`src/rtl/gpu_clk_pkg.sv`:
```
// Shared types and default timing for the board clock/reset sequencer.
// Defaults assume the 50 MHz board oscillator.
package gpu_clk_pkg;

  localparam int CNT_W = 16;

  localparam int DEF_SYNC_STAGES         = 2;
  localparam int DEF_LOCK_STABLE_CYCLES  = 1024;
  localparam int DEF_SDRAM_PWRUP_CYCLES  = 10000;
  localparam int DEF_LOCK_TIMEOUT_CYCLES = 50000;
  localparam int DEF_PLL_RST_CYCLES      = 16;

  typedef enum logic [2:0] {
    WAIT_LOCK = 3'd0,
    PLL_RST   = 3'd1,
    STABLE    = 3'd2,
    PWRUP     = 3'd3,
    RUN       = 3'd4
  } seq_state_t;

endpackage

```
`src/rtl/cdc_sync_bit.sv`:
```
// Multi-flop synchronizer for a single asynchronous level signal.
module cdc_sync_bit #(
  parameter int STAGES = 2
) (
  input  logic clk,
  input  logic rst_n,
  input  logic d,
  output logic q
);

  logic [STAGES-1:0] sync;

  always_ff @(posedge clk or negedge rst_n) begin
    if (!rst_n) begin
      sync <= '0;
    end else begin
      sync[0] <= d;
      for (int i = 1; i < STAGES; i++) begin
        sync[i] <= sync[i-1];
      end
    end
  end

  assign q = sync[STAGES-1];

endmodule

```
`src/rtl/pll_reset_seq.sv`:
```
// PLL lock supervisor: retries the PLL on lock timeout, then releases core reset
// and signals SDRAM power-up completion; tracks lock losses after release.
module pll_reset_seq
  import gpu_clk_pkg::*;
#(
  parameter int SYNC_STAGES         = DEF_SYNC_STAGES,
  parameter int LOCK_STABLE_CYCLES  = DEF_LOCK_STABLE_CYCLES,
  parameter int SDRAM_PWRUP_CYCLES  = DEF_SDRAM_PWRUP_CYCLES,
  parameter int LOCK_TIMEOUT_CYCLES = DEF_LOCK_TIMEOUT_CYCLES,
  parameter int PLL_RST_CYCLES      = DEF_PLL_RST_CYCLES
) (
  input  logic       clk_50_in,
  input  logic       rst_n,
  input  logic       pll_locked,
  input  logic       clear_status,
  output logic       pll_rst,
  output logic       rst_core_n,
  output logic       sdram_pwrup_done,
  output logic [2:0] seq_state,
  output logic       lock_lost,
  output logic [7:0] lock_loss_count
);

  localparam logic [CNT_W-1:0] TIMEOUT_LAST = CNT_W'(LOCK_TIMEOUT_CYCLES - 1);
  localparam logic [CNT_W-1:0] PLLRST_LAST  = CNT_W'(PLL_RST_CYCLES - 1);
  localparam logic [CNT_W-1:0] STABLE_LAST  = CNT_W'(LOCK_STABLE_CYCLES - 1);
  localparam logic [CNT_W-1:0] PWRUP_LAST   = CNT_W'(SDRAM_PWRUP_CYCLES - 1);

  function automatic logic [7:0] sat_inc(input logic [7:0] v);
    return (v == 8'hFF) ? v : v + 8'd1;
  endfunction

  logic             lock_s;
  seq_state_t       state, state_next;
  logic [CNT_W-1:0] cnt, cnt_next;
  logic             loss;

  cdc_sync_bit #(.STAGES(SYNC_STAGES)) u_lock_sync (
    .clk   (clk_50_in),
    .rst_n (rst_n),
    .d     (pll_locked),
    .q     (lock_s)
  );

  always_comb begin
    state_next = state;
    loss       = 1'b0;
    case (state)
      WAIT_LOCK: begin
        if (lock_s)                    state_next = STABLE;
        else if (cnt == TIMEOUT_LAST)  state_next = PLL_RST;
      end
      PLL_RST: begin
        if (cnt == PLLRST_LAST)        state_next = WAIT_LOCK;
      end
      STABLE: begin
        // Lock has not been declared good yet, so a drop here is not a loss.
        if (!lock_s)                   state_next = WAIT_LOCK;
        else if (cnt == STABLE_LAST)   state_next = PWRUP;
      end
      PWRUP: begin
        if (!lock_s) begin
          state_next = WAIT_LOCK;
          loss       = 1'b1;
        end else if (cnt == PWRUP_LAST) begin
          state_next = RUN;
        end
      end
      RUN: begin
        if (!lock_s) begin
          state_next = WAIT_LOCK;
          loss       = 1'b1;
        end
      end
      default: state_next = WAIT_LOCK;
    endcase

    // RUN has no timeout, so the counter simply parks there.
    if (state_next != state)  cnt_next = '0;
    else if (state == RUN)    cnt_next = cnt;
    else                      cnt_next = cnt + 1'b1;
  end

  // Outputs are decoded from state_next so they switch on the same edge as state.
  always_ff @(posedge clk_50_in or negedge rst_n) begin
    if (!rst_n) begin
      state            <= WAIT_LOCK;
      cnt              <= '0;
      pll_rst          <= 1'b0;
      rst_core_n       <= 1'b0;
      sdram_pwrup_done <= 1'b0;
      lock_lost        <= 1'b0;
      lock_loss_count  <= 8'd0;
    end else begin
      state            <= state_next;
      cnt              <= cnt_next;
      pll_rst          <= (state_next == PLL_RST);
      rst_core_n       <= (state_next == PWRUP) || (state_next == RUN);
      sdram_pwrup_done <= (state_next == RUN);
      if (loss) begin
        lock_lost       <= 1'b1;
        lock_loss_count <= clear_status ? 8'd1 : sat_inc(lock_loss_count);
      end else if (clear_status) begin
        lock_lost       <= 1'b0;
        lock_loss_count <= 8'd0;
      end
    end
  end

  assign seq_state = state;

endmodule

```
`config.mk`:
```
export PLATFORM = sky130hd
export DESIGN_NAME = pll_reset_seq
export DESIGN_NICKNAME = d
export VERILOG_FILES = /design/src/rtl/gpu_clk_pkg.sv /design/src/rtl/cdc_sync_bit.sv /design/src/rtl/pll_reset_seq.sv
export SDC_FILE = /design/constraint.sdc
export NUM_CORES = 1
export LEC_CHECK = 0
export BUFFER_PORTS_ARGS = -buffer_cell sky130_fd_sc_hd__buf_2
export CAP_MARGIN = 20
export CORE_MARGIN = 8
export CORE_UTILIZATION = 50
export DETAILED_ROUTE_END_ITERATION = 6
export GPL_TIMING_DRIVEN = 1
export PLACE_DENSITY = 0.7
export SLEW_MARGIN = 20
export SYNTH_ARGS = -nofsm -noshare
export SYNTH_HDL_FRONTEND = slang
export SYNTH_SLANG_ARGS = --single-unit
export TNS_END_PERCENT = 1
```
`constraint.sdc`:
```
create_clock -name clk_50_in -period 5.9 [get_ports clk_50_in]
set_clock_uncertainty 0.05 [all_clocks]
set_input_delay 1.18 -clock clk_50_in [delete_from_list [all_inputs] [get_ports clk_50_in]]
set_output_delay 1.18 -clock clk_50_in [all_outputs]
set_load 0.005 [all_outputs]
```
==> results.md <==
* CP Class: flop to primary output
* Total GRT Usage at 0.134
* Area Growth Syn to Fin at 9.64%
* Hold Path Class: flop to flop
* Hold path endpoint: u_lock_sync.sync[1]
* Fin. Hold Viols at 0
* Clock transition at the registers of the reported paths at 0.10 ns
* Post-CTS Setup Inserts at 0
* First-pass GRT wire length at 5.78 mm
* Period minus WS final at 2.31 ns
* Fmax at 0.433 GHz
* Peak VDD IR at 0.000114 V
* Critical R2R Launch: cnt[4]
* CP Launch Type: flop
* Final setup vio count at 0
* Nets at 199
* CTS buffer count at 5
* Antenna violations before repair at 0
* # hold bufs at CTS at 0
* Crit-path slowest cell: dfrtp_1
* Root buffer cell: clkbuf_4
* Post-DP HPWL at 2.47 mm
* Vias per inst at 5.63
* Diode count at 0
* Syn_nets at 183
* Syn Inst Count at 177
* Library cells used by synthesis at 39
* Leakage at 0.840 nW
* Final-report max-slew violation count at 0
* Post-CTS sizing at 0
* Worst-Margin Slew at 0.706 ns
* Synthesis-stage register bit count at 33
* Crit path buf inv count at 1
* Seq/Total Area, Yosys at 0.471
* DIE AREA at 0.00565 mm²
* GR peak layer: met2
* Post-Synth XOR/XNOR Area at 0.0950
* CP max stage delay at 0.56 ns
* Io pins at 19
* Sum Neg Setup Slack at 0 ns
* DRT antenna net count at 0
* Initial DRC count at 111
* Die Y at 75.2 µm
* Routed WL per cell at 14.2 µm
* Worst reg2reg path depth at 5
* Period Utilization, post-route at 0.391
* Fin cells at 240
* Port Buf Inserts at 18
* Top Family by Delay on Critical Path: flip-flops
* Filler Cells Inserted at 308
* CP arrival at 1.08 ns
* Rel. slew slack at 0.529
* Grt met3 use at 0.0586
* Main combinational cell family by area after synthesis: simple AND/OR/NAND/NOR gates
* Mux share of post-synthesis cell area at 0.0114
* Syn Std Cell Area at 0.00175 mm²
* Crit-path max FO at 11
* GRT overflow at 0
* Pwr Density at 222 mW/mm²
* Max clock buf depth at 2
* Worst skew pair latency at 0.34 ns
* H-tree levels at 2
* Vias at 1350
* Gpl congestion at 0.827
* CP Capture Type: primary output
* Placed cell count at 232
* MaxCap Viol Count at 0
* Status: finished, final reports clean
* Min-delay src: u_lock_sync.sync[0]
* Final wirelength at 3.41 mm
* Clk sinks at 33
* DR pass1 iterations at 4
* Initial Utilization at 0.521
* Pre-CTS WS at 3.81 ns
* RSZ-0062 raised after global routing: false
* R2r endpoint: cnt[6]
* DRC at 0
* Ys Warns at 0
* Register-to-register setup slack at 3.81 ns
* Syn avg cell area at 9.90 µm²
* Met2 GRT Util at 0.207
* Post-synthesis compound-gate area fraction at 0.0607
* Hold depth at 0
* Final WS setup at 3.59 ns
* Met1 Resource Use GR at 0.161
* Post-synthesis simple-gate area fraction at 0.298
* Power Total at 426 µW
* Post-synthesis adder-cell area fraction at 0.0143
* Vias in the first global route at 1299
* WP data required at 4.67 ns
* Largest net degree at the start of global routing at 34
* CTS tree: yes
* Core Footprint at 0.00336 mm²
* Layout cell share with drive strength beyond 1 at 0.170
* Std-Cell Rows at 21
* CP cell instances: buf_2
* Die W at 75.2 µm
* Final Core Density at 0.571
-- report_power, final --
part	leakage [nW]	internal, mW	switching (mW)	total (mW)
Sequential	0.452	0.229	0.00392	0.233
Combinational	0.342	0.00489	0.0111	0.0160
Clock	0.0455	0.101	0.0759	0.177
Total	0.840	0.335	0.0909	0.426
-- cell usage in the layout (no fill, tap or decap), drive strengths merged, types with 2 or more instances in the layout --
cell	n
nor3	20
nand3b	2
and4b	2
nor3b	3
a21oi	2
nor4	5
clkbuf	7
nand2	11
nand4	8
nor2	19
and3	4
mux2i	2
and2	2
buf	18
xor2	8
and4	3
nor2b	2
nand3	7
xnor2	11
ha	2
dfrtp	33
o21ai	6
inv	6
-- cell usage after synthesis --
cell	instances	area share
dfrtp_1	33	0.47
nor2_1	19	0.041
nor3_1	16	0.046
nand2_1	11	0.024
xnor2_1	11	0.055
nand4_1	8	0.029
xor2_1	8	0.040
nand3_1	7	0.020
inv_1	6	0.013
o21ai_0	5	0.014
and3_1	4	0.014
nor3_2	4	0.023
nor4_1	4	0.014
and4_1	3	0.015
buf_2	3	0.0086
buf_6	3	0.019
nor3b_2	3	0.021
a21oi_1	2	0.0057
and2_1	2	0.0071
and4b_1	2	0.011
ha_1	2	0.014
mux2i_1	2	0.011
nand3b_1	2	0.0086
nor2b_1	2	0.0071
a2111oi_1	1	0.0057
a211o_1	1	0.0050
a21o_1	1	0.0043
a32oi_1	1	0.0050
buf_1	1	0.0021
buf_4	1	0.0043
clkbuf_1	1	0.0021
nor4_2	1	0.0071
nor4b_1	1	0.0050
o211ai_1	1	0.0043
o21a_1	1	0.0043
o21ai_1	1	0.0029
o21bai_1	1	0.0043
o32ai_1	1	0.0050
or3b_1	1	0.0050
-- kinds of logic after synthesis --
logic type,count (synthesis)
adder cells (fa/ha/maj),2
buffers and inverters,15
AO/OA/AOI/OAI,16
flip-flops,33
XOR/XNOR,19
multiplexers,2
AND/OR/NAND/NOR,90
-- per-layer routing --
layer  share of wire  vias to the layer above
met5               0                        -
met4           0.015                        0
met3           0.062                        6
met2            0.46                       36
met1            0.47                      646
li1                -                      662
-- registers in the layout (all words and copies together) (netlist names) --
signal            cells
lock_loss_count       8
lock_lost             1
rst_core_n            1
sdram_pwrup_done      1
pll_rst               1
u_lock_sync.sync      2
seq_state             3
cnt                  16
-- cell type report --
cell class | instances | area, µm² | share of cell area
flip-flops and latches | 33 | 826 | 0.430
clock buffers | 7 | 55.1 | 0.0287
clock inverters | 1 | 30.0 | 0.0156
multi-input cells | 129 | 840 | 0.437
inverters | 6 | 22.5 | 0.0117
well taps | 46 | 57.6 | 0.0300
repair buffers | 18 | 90.1 | 0.0469
-- stage by stage --
stage / hold slack, ns / area (µm²)
3_5_place_dp: 0.289 / 1840
2_1_floorplan: 0.281 / 1750
3_3_place_gp: 0.296 / 1840
4_1_cts: 0.313 / 1920
5_1_grt: 0.320 / 1920
6_report: 0.310 / 1920
-- how the worst max path moves through the flow --
stage | startpoint | end | depth (start not counted)
final | seq_state[0] | seq_state[0] | 1
after global routing | seq_state[0] | seq_state[0] | 1
after CTS | seq_state[0] | seq_state[0] | 1
after detailed placement | cnt[4] | cnt[8] | 5
after global placement | cnt[4] | cnt[13] | 5
after floorplan | seq_state[0] | lock_loss_count[7] | 8
No activity file was read; power rests on OpenSTA's default activity.
